File: config.mk
export PLATFORM = sky130hd
export DESIGN_NAME = melody_sequencer
export DESIGN_NICKNAME = d
export VERILOG_FILES = /design/src/rtl/melody_sequencer.sv
export SDC_FILE = /design/constraint.sdc
export NUM_CORES = 2
export LEC_CHECK = 0
export ABC_AREA = 1
export CAP_MARGIN = 20
export CELL_PAD_IN_SITES_DETAIL_PLACEMENT = 0
export CELL_PAD_IN_SITES_GLOBAL_PLACEMENT = 2
export CORE_UTILIZATION = 45
export CTS_BUF_LIST = sky130_fd_sc_hd__clkbuf_4
export DETAILED_ROUTE_END_ITERATION = 6
export GPL_ROUTABILITY_DRIVEN = 0
export PLACE_DENSITY = 0.95
export SLEW_MARGIN = 20
export SYNTH_ARGS = -nofsm -noshare
export SYNTH_HDL_FRONTEND = slang
export SYNTH_SLANG_ARGS = --single-unit
File: constraint.sdc
create_clock -name clk -period 8.05 [get_ports clk]
set_input_delay 1.61 -clock clk [delete_from_list [all_inputs] [get_ports clk]]
set_output_delay 1.61 -clock clk [all_outputs]
set_load 0.01 [all_outputs]
File: src/rtl/melody_sequencer.sv
// Multi-song note sequencer: per-song note/duration memory, tempo prescaler, IDLE/LOAD/PLAY/DONE control.
// Optional macro MELODY_SEQUENCER_LOOP_EN: when defined, a finished song restarts from its first entry.
module melody_sequencer #(
  parameter int NOTE_W    = 8,
  parameter int DUR_W     = 4,
  parameter int SONG_CNT  = 4,
  parameter int DEPTH     = 32,
  parameter int TICK_BASE = 4,
  localparam int SW       = (SONG_CNT > 1) ? $clog2(SONG_CNT) : 1,
  localparam int AW       = $clog2(SONG_CNT * DEPTH),
  localparam int IW       = (DEPTH > 1) ? $clog2(DEPTH) : 1,
  localparam int PW       = $clog2(TICK_BASE * 8) + 1,
  localparam int EW       = NOTE_W + DUR_W
) (
  input  logic              clk,
  input  logic              rst,
  input  logic              en,
  input  logic              start,
  input  logic [SW-1:0]     song_sel,
  input  logic [2:0]        speed,
  input  logic [2:0]        transpose,
  input  logic              wr_en,
  input  logic [AW-1:0]     wr_addr,
  input  logic [EW-1:0]     wr_data,
  output logic [NOTE_W-1:0] note_out,
  output logic              note_valid,
  output logic              note_start,
  output logic              busy,
  output logic              song_done
);

  typedef enum logic [1:0] {IDLE, LOAD, PLAY, DONE} state_t;

  localparam int NW1 = NOTE_W + 1;

  state_t              state_q, state_d;
  logic [SW-1:0]       song_q, song_d;
  logic [IW-1:0]       index_q, index_d;
  logic [PW-1:0]       presc_q, presc_d;
  logic [DUR_W-1:0]    rem_q, rem_d;
  logic [NOTE_W-1:0]   note_q, note_d;
  logic                first_q, first_d;

  logic [EW-1:0]       mem [SONG_CNT * DEPTH];
  logic [EW-1:0]       rd_data_q;
  logic [AW-1:0]       rd_addr;
  logic [DUR_W-1:0]    rd_dur;
  logic [NOTE_W-1:0]   rd_note;
  logic [PW-1:0]       period;
  logic                tick;
  logic [NOTE_W:0]     sum;

  // The read address follows the next-state pointer so the entry is ready during LOAD.
  assign rd_addr = AW'(song_d) * AW'(DEPTH) + AW'(index_d);
  assign rd_dur  = rd_data_q[EW-1:NOTE_W];
  assign rd_note = rd_data_q[NOTE_W-1:0];

  // NOTE: memory arrays carry no reset; contents survive rst and map onto plain RAM.
  always_ff @(posedge clk) begin
    if (wr_en) mem[wr_addr] <= wr_data;
    rd_data_q <= mem[rd_addr];
  end

  assign period = PW'(TICK_BASE) * (PW'(8) - PW'(speed));
  assign tick   = (presc_q >= period - PW'(1));

  // NOTE: sequential state uses non-blocking assignments only, so every register samples pre-edge values.
  always_ff @(posedge clk or posedge rst) begin
    if (rst) begin
      state_q <= IDLE;
      song_q  <= '0;
      index_q <= '0;
      presc_q <= '0;
      rem_q   <= '0;
      note_q  <= '0;
      first_q <= 1'b0;
    end else begin
      state_q <= state_d;
      song_q  <= song_d;
      index_q <= index_d;
      presc_q <= presc_d;
      rem_q   <= rem_d;
      note_q  <= note_d;
      first_q <= first_d;
    end
  end

  // NOTE: every combinational output gets a default first so no path infers a latch.
  always_comb begin
    state_d = state_q;
    song_d  = song_q;
    index_d = index_q;
    presc_d = presc_q;
    rem_d   = rem_q;
    note_d  = note_q;
    first_d = 1'b0;
    if (start) begin
      state_d = LOAD;
      song_d  = song_sel;
      index_d = '0;
      presc_d = '0;
      rem_d   = '0;
    end else begin
      case (state_q)
        LOAD: begin
          if (rd_dur == '0) begin
            state_d = DONE;
          end else begin
            state_d = PLAY;
            rem_d   = rd_dur;
            note_d  = rd_note;
            first_d = 1'b1;
          end
        end
        PLAY: begin
          if (en) begin
            if (tick) begin
              presc_d = '0;
              if (rem_q == DUR_W'(1)) begin
                if (index_q == IW'(DEPTH - 1)) begin
                  state_d = DONE;
                end else begin
                  index_d = index_q + IW'(1);
                  state_d = LOAD;
                end
              end else begin
                rem_d = rem_q - DUR_W'(1);
              end
            end else begin
              presc_d = presc_q + PW'(1);
            end
          end
        end
        DONE: begin
`ifdef MELODY_SEQUENCER_LOOP_EN
          state_d = LOAD;
          index_d = '0;
`else
          state_d = IDLE;
`endif
        end
        default: ;
      endcase
    end
  end

  assign sum = {1'b0, note_q} + NW1'(transpose);

  always_comb begin
    note_out   = '0;
    note_valid = 1'b0;
    note_start = 1'b0;
    busy       = 1'b0;
    song_done  = 1'b0;
    case (state_q)
      LOAD: busy = 1'b1;
      PLAY: begin
        busy       = 1'b1;
        note_out   = sum[NOTE_W] ? {NOTE_W{1'b1}} : sum[NOTE_W-1:0];
        note_valid = en;
        note_start = first_q;
      end
      // A start arriving in DONE takes over, so the end-of-song pulse is withheld.
      DONE: begin
        busy      = 1'b1;
        song_done = ~start;
      end
      default: ;
    endcase
  end

endmodule
# Word level (Yosys, flattened, before mapping)
# Memory sizes are Yosys's and may differ from the RTL's. A register that Yosys moved wholly into a read port is not among the register bits.
# Index checks and enable logic that the tools add are counted.
dict set report totals {
  output_inout_bits 12
  ramBits 1536
  memories 1
  ff_bits 28
}
dict set report op_classes {
  order_cmp 1
  bitwise_logic 2
  n_mux 35
  n_reduce_logical 10
  n_addsub 7
  eq_ne 10
}
# name depth word_bits read_ports rd_ports_with_merged_regs wr line_no
set mem_list {}
lappend mem_list {mem 128 12 1 1 1 44} ;# logic [EW-1:0] mem [SONG_CNT * DEPTH];
# op n
set ops {}
lappend ops {{5-bit two-way mux} 6}
lappend ops {{6-bit two-way mux} 4}
lappend ops {{4-bit two-way mux} 5}
lappend ops {{8-bit two-way mux} 2}
lappend ops {{3-bit != test (second input constant)} 5}
lappend ops {{2-bit two-way mux} 6}
lappend ops {{1-bit two-way mux} 10}
lappend ops {{8-bit by 3-bit adder with 9-bit output} 1}
lappend ops {{4-bit case mux with 2 select lines} 1}
lappend ops {{7-bit by 5-bit adder with 7-bit output} 1}
lappend ops {{6-bit by 1-bit adder with 6-bit output (second input constant)} 1}
lappend ops {{6-bit >= comparator} 1}
lappend ops {{2-bit case mux with 3 select lines} 1}
lappend ops {{6-bit by 1-bit subtractor with 6-bit output (second input constant)} 1}
lappend ops {{5-bit by 1-bit adder with 5-bit output (second input constant)} 1}
lappend ops {{5-bit == test (second input constant)} 1}
lappend ops {{5-bit AND reduction} 1}
lappend ops {{2-bit == test (second input constant)} 2}
lappend ops {{4-bit by 1-bit == test with 1-bit output (second input constant)} 1}
lappend ops {{4-bit logical NOT} 1}
lappend ops {{4-bit AND reduction} 1}
lappend ops {{2-bit nonzero test} 2}
lappend ops {{4-bit nonzero test} 1}
lappend ops {{4-bit by 1-bit subtractor with 4-bit output (second input constant)} 1}
lappend ops {{other kinds (7)} 8}

# Longest topological paths before layout
dict set report logic_depth {
  depth_word 8
  mapped_depth 27
}

# Worst setup path after synthesis
# No wires, ideal clock.
dict set report synth_path {
  path_type {input-to-output}
  startpoint {input port transpose[0]}
  endpoint {output port note_out[0]}
  stages 11
  setup_slack_ps 3141
  path_buffers 0
  arrival_time_ps 3299
  path_cell_list {ha_1 -> inv_1 -> fa_1 -> or2_2 -> a21oi_1 -> nand3_1 -> nor2_1 -> nand2_1 -> inv_1 -> nor2_1 -> nor2_1}
}
dict set report synth_between {
  elab_chain_len 3
}
# element line_no
set synth_rtl {}
lappend synth_rtl {{start, declared} 21} ;# input logic [2:0] transpose,
lappend synth_rtl {{8-bit by 3-bit adder with 9-bit output} 147} ;# assign sum = {1'b0, note_q} + NW1'(transpose);
lappend synth_rtl {{8-bit two-way mux} 159} ;# note_out = sum[NOTE_W] ? {NOTE_W{1'b1}} : sum[NOTE_W-1:0];
lappend synth_rtl {{8-bit two-way mux} 155} ;# case (state_q)
lappend synth_rtl {{end, declared} 25} ;# output logic [NOTE_W-1:0] note_out,
# No other way between the ends.

# Worst setup path in the final report
# Same ends and word-level chain as after synthesis.

==> results.cfg <==
[route]
drt_iter0_markers = 5892
drc = 1
wl_um = 213000
via_per_inst = 5.56
antenna_left = 0
post_drt_wl_per_cell_um = 23.0
num_vias = 51400
dr.pass1.iters = 7

[floorplanning]
die_area_um2 = 158000
die_x_um = 397
num_rows = 144
initial_core_util_pct = 45.5
die_height_um = 397
core_area_um2 = 155000
pin_count = 44

[clock_network]
cts_setup_buffers = 0
holdBufCountCts = 0
cts-root-buf = clkbuf_4
cts_tree = yes
post_cts_resized = 0
cts_sinks = 1576
cts_buffer_depth = 4
cts_buffers = 415
insertion_delay_ns = 1.37
cts.clk_slew.worst_paths_ns = 0.07
cts-htree-levels = 5

[place]
io_buffers = 43
dp.cells = 8532
dp_hpwl_um = 116000

[synth]
ys_ff_latch = 1576
synthAdderAreaFrac_pct = 0.242
muxShareOfSynthArea_pct = 0
syn_inst = 6772
synth_xor_area_share_pct = 0.137
synth_compound_area_share_pct = 1.08
yosys_warnings = 0
syn_nets = 6817
syn_area_per_cell_um2 = 10.4
synthDistinctLibCells = 39
synth_top_family_by_area = simple AND/OR/NAND/NOR gates
synth-seq-area-share_pct = 66.9
syn-cell-area_um2 = 70400
yosys.area_share.simple_pct = 22.2

[power_and_ir_drop]
max-vdd-ir-drop_mv = 0.151
p_comb_share_pct = 4.0
seq_power_share_pct = 54.8
p_int_uw = 12800
clock_power_share_pct = 41.2
power_leakage_uw = 0.0322
switching_share_pct = 22.9
p_sw_uw = 3810
p_per_area_nw_per_um2 = 213

[critical_path]
crit_path_end = note_out[0]
r2r_slack_ns = 3.10
crit_path_start = transpose[0]
cp_max_fo = 4
r2r-start = presc_q[4]
cp_data_arrival_time_ns = 5.09
required_ns = 6.44
reg2reg_to = rd_data_q[2]
cp-start-kind = input port
critPathKind = in -> out
worstRegToRegCells = 20
cp-end-kind = output port

[job]
maxCapViolCount = 0

[sta]
hold_violations = 0
fmax_ghz = 0.149
holdWs_ns = 0.460
relSlewSlack_pct = 19.0
fin_crit_ns = 6.70
fin_skew_ns = 0.131
finalSetupViolations = 0
rsz0062_at_grt = false
tns_ns = 0
slew_viol_final = 0
finalCritPeriodShare_pct = 83.2
worst_pin_slew_ns = 1.21

[final_layout]
stdcell_count = 9246
utilization_pct = 50.4
drive_gt1_share_pct = 12.3
layout_commonest_cell = edfxtp_1
final_nets = 6950
final_cell_mix = 1,536 x edfxtp_1, 1,412 x nand2_1, 1,262 x nand3_1, 1,194 x inv_1, 614 x clkbuf_4
synthToLayoutAreaGrowth_pct = 10.8

[status]
violations = DRC
outcome = finished with violations

[global_routing]
antenna_found_initial = 6
gr-usage-all-layers_pct = 26.7
grt_first_pass_wirelength_um = 315000
grt_max_degree = 194
overflow = 0
grt_pass1_vias = 49100

[min_path]
hp-class = reg -> reg
Yosys cell counts:
cell type / number / area share (%)
nand3_4: 1 / 0.025
ha_1: 12 / 0.21
a211oi_1: 1 / 0.011
a32o_1: 1 / 0.014
inv_1: 1195 / 6.4
o21ai_0: 66 / 0.47
fa_1: 1 / 0.028
nor4_1: 1 / 0.0089
nand2_1: 1418 / 7.6
nand4_1: 518 / 4.6
nor3b_1: 1 / 0.011
nand3_1: 1262 / 9.0
nand3b_1: 1 / 0.011
o211ai_1: 38 / 0.41
o21ai_1: 2 / 0.014
buf_1: 26 / 0.14
buf_4: 19 / 0.20
buf_6: 4 / 0.064
clkinv_1: 2 / 0.011
nand2_2: 2 / 0.018
nor2_4: 1 / 0.016
o22ai_1: 1 / 0.0089
o31ai_1: 1 / 0.011
xnor2_1: 2 / 0.025
edfxtp_1: 1536 / 66
clkbuf_1: 188 / 1.0
nor3_1: 14 / 0.10
inv_2: 8 / 0.043
xor2_1: 9 / 0.11
a31oi_1: 1 / 0.0089
buf_2: 222 / 1.6
nand3_2: 2 / 0.028
nor2_1: 152 / 0.81
a21oi_1: 14 / 0.10
o2111ai_1: 3 / 0.037
dfrtp_1: 28 / 1.0
or2_2: 5 / 0.044
dfxtp_1: 12 / 0.34
nor2_2: 2 / 0.018
sequential cells by signal, indices dropped and copies added, names as in the netlist:
signal	flops
mem	1536
song_q	2
note_q	8
state_q	2
presc_q	6
first_q	1
rd_data_q	12
rem_q	4
index_q	5
worst min path at each step:
stage	endpoint	slack (ns)	cells past startpoint	startpoint
floorplan	note_q[0]	0.41	2	rd_data_q[0]
global placement	note_q[1]	0.45	2	rd_data_q[1]
detailed placement	note_q[1]	0.44	2	rd_data_q[1]
CTS	presc_q[4]	0.42	2	rst
global route	note_q[2]	0.46	2	rd_data_q[2]
finish	note_q[0]	0.46	2	rd_data_q[0]
metal layers:
layer / track usage [%] / vias to the layer above / part of all wire (%)
met2: 41.7 / 2623 / 46
met5: 0 / - / 0
met1: 36.4 / 24900 / 40
li1: - / 23500 / -
met3: 5.64 / 413 / 9.5
met4: 10.7 / 0 / 3.7
power by group through the flow:
stage | logic (µW) | clock network (µW) | registers [µW]
3_5_place_dp | 661 | 0 | 9290
4_1_cts | 663 | 6950 | 9120
3_3_place_gp | 650 | 0 | 9290
5_1_grt | 712 | 7360 | 9120
2_1_floorplan | 272 | 0 | 9270
6_report | 671 | 6850 | 9120
cells by family after synthesis:
family | after synthesis
and+or+nand+nor | 3380
buffers and inverters | 1664
DFF | 1576
AOI/OAI and AO/OA | 128
adders and majority gates | 13
xor gates and xnor gates | 11
through the flow:
stage,power [µW],setup WS (ns),area (µm²)
detailed placement,9960,0.693,72800
global placement,9940,0.600,72600
floorplan,9550,3.14,70400
CTS,16700,1.41,77900
global route,17200,1.14,77900
finish,16600,1.35,77900
layout make-up:
cell class | count | area [µm²]
Sequential cell | 1576 | 47100
Antenna cell | 7 | 17.5
Clock inverter | 93 | 494
Inverter | 1205 | 4550
Tap cell | 2044 | 2560
Clock buffer | 614 | 4610
Fill cell | 14000 | 76600
Multi-Input combinational cell | 3532 | 16900
Timing Repair Buffer | 175 | 1710
worst max-delay path: stages:
cell,delay [ns]
clkdlybuf4s50_1,0.60
ha_1,0.26
inv_1,0.07
fa_1,0.37
or2_2,0.32
a21oi_1,0.21
nand3_1,0.12
nor2_1,0.19
nand2_1,0.15
inv_1,0.17
nor2_1,0.06
nor2_1,0.34
clkdlybuf4s50_1,0.62
(Power assumes the default switching activity.)
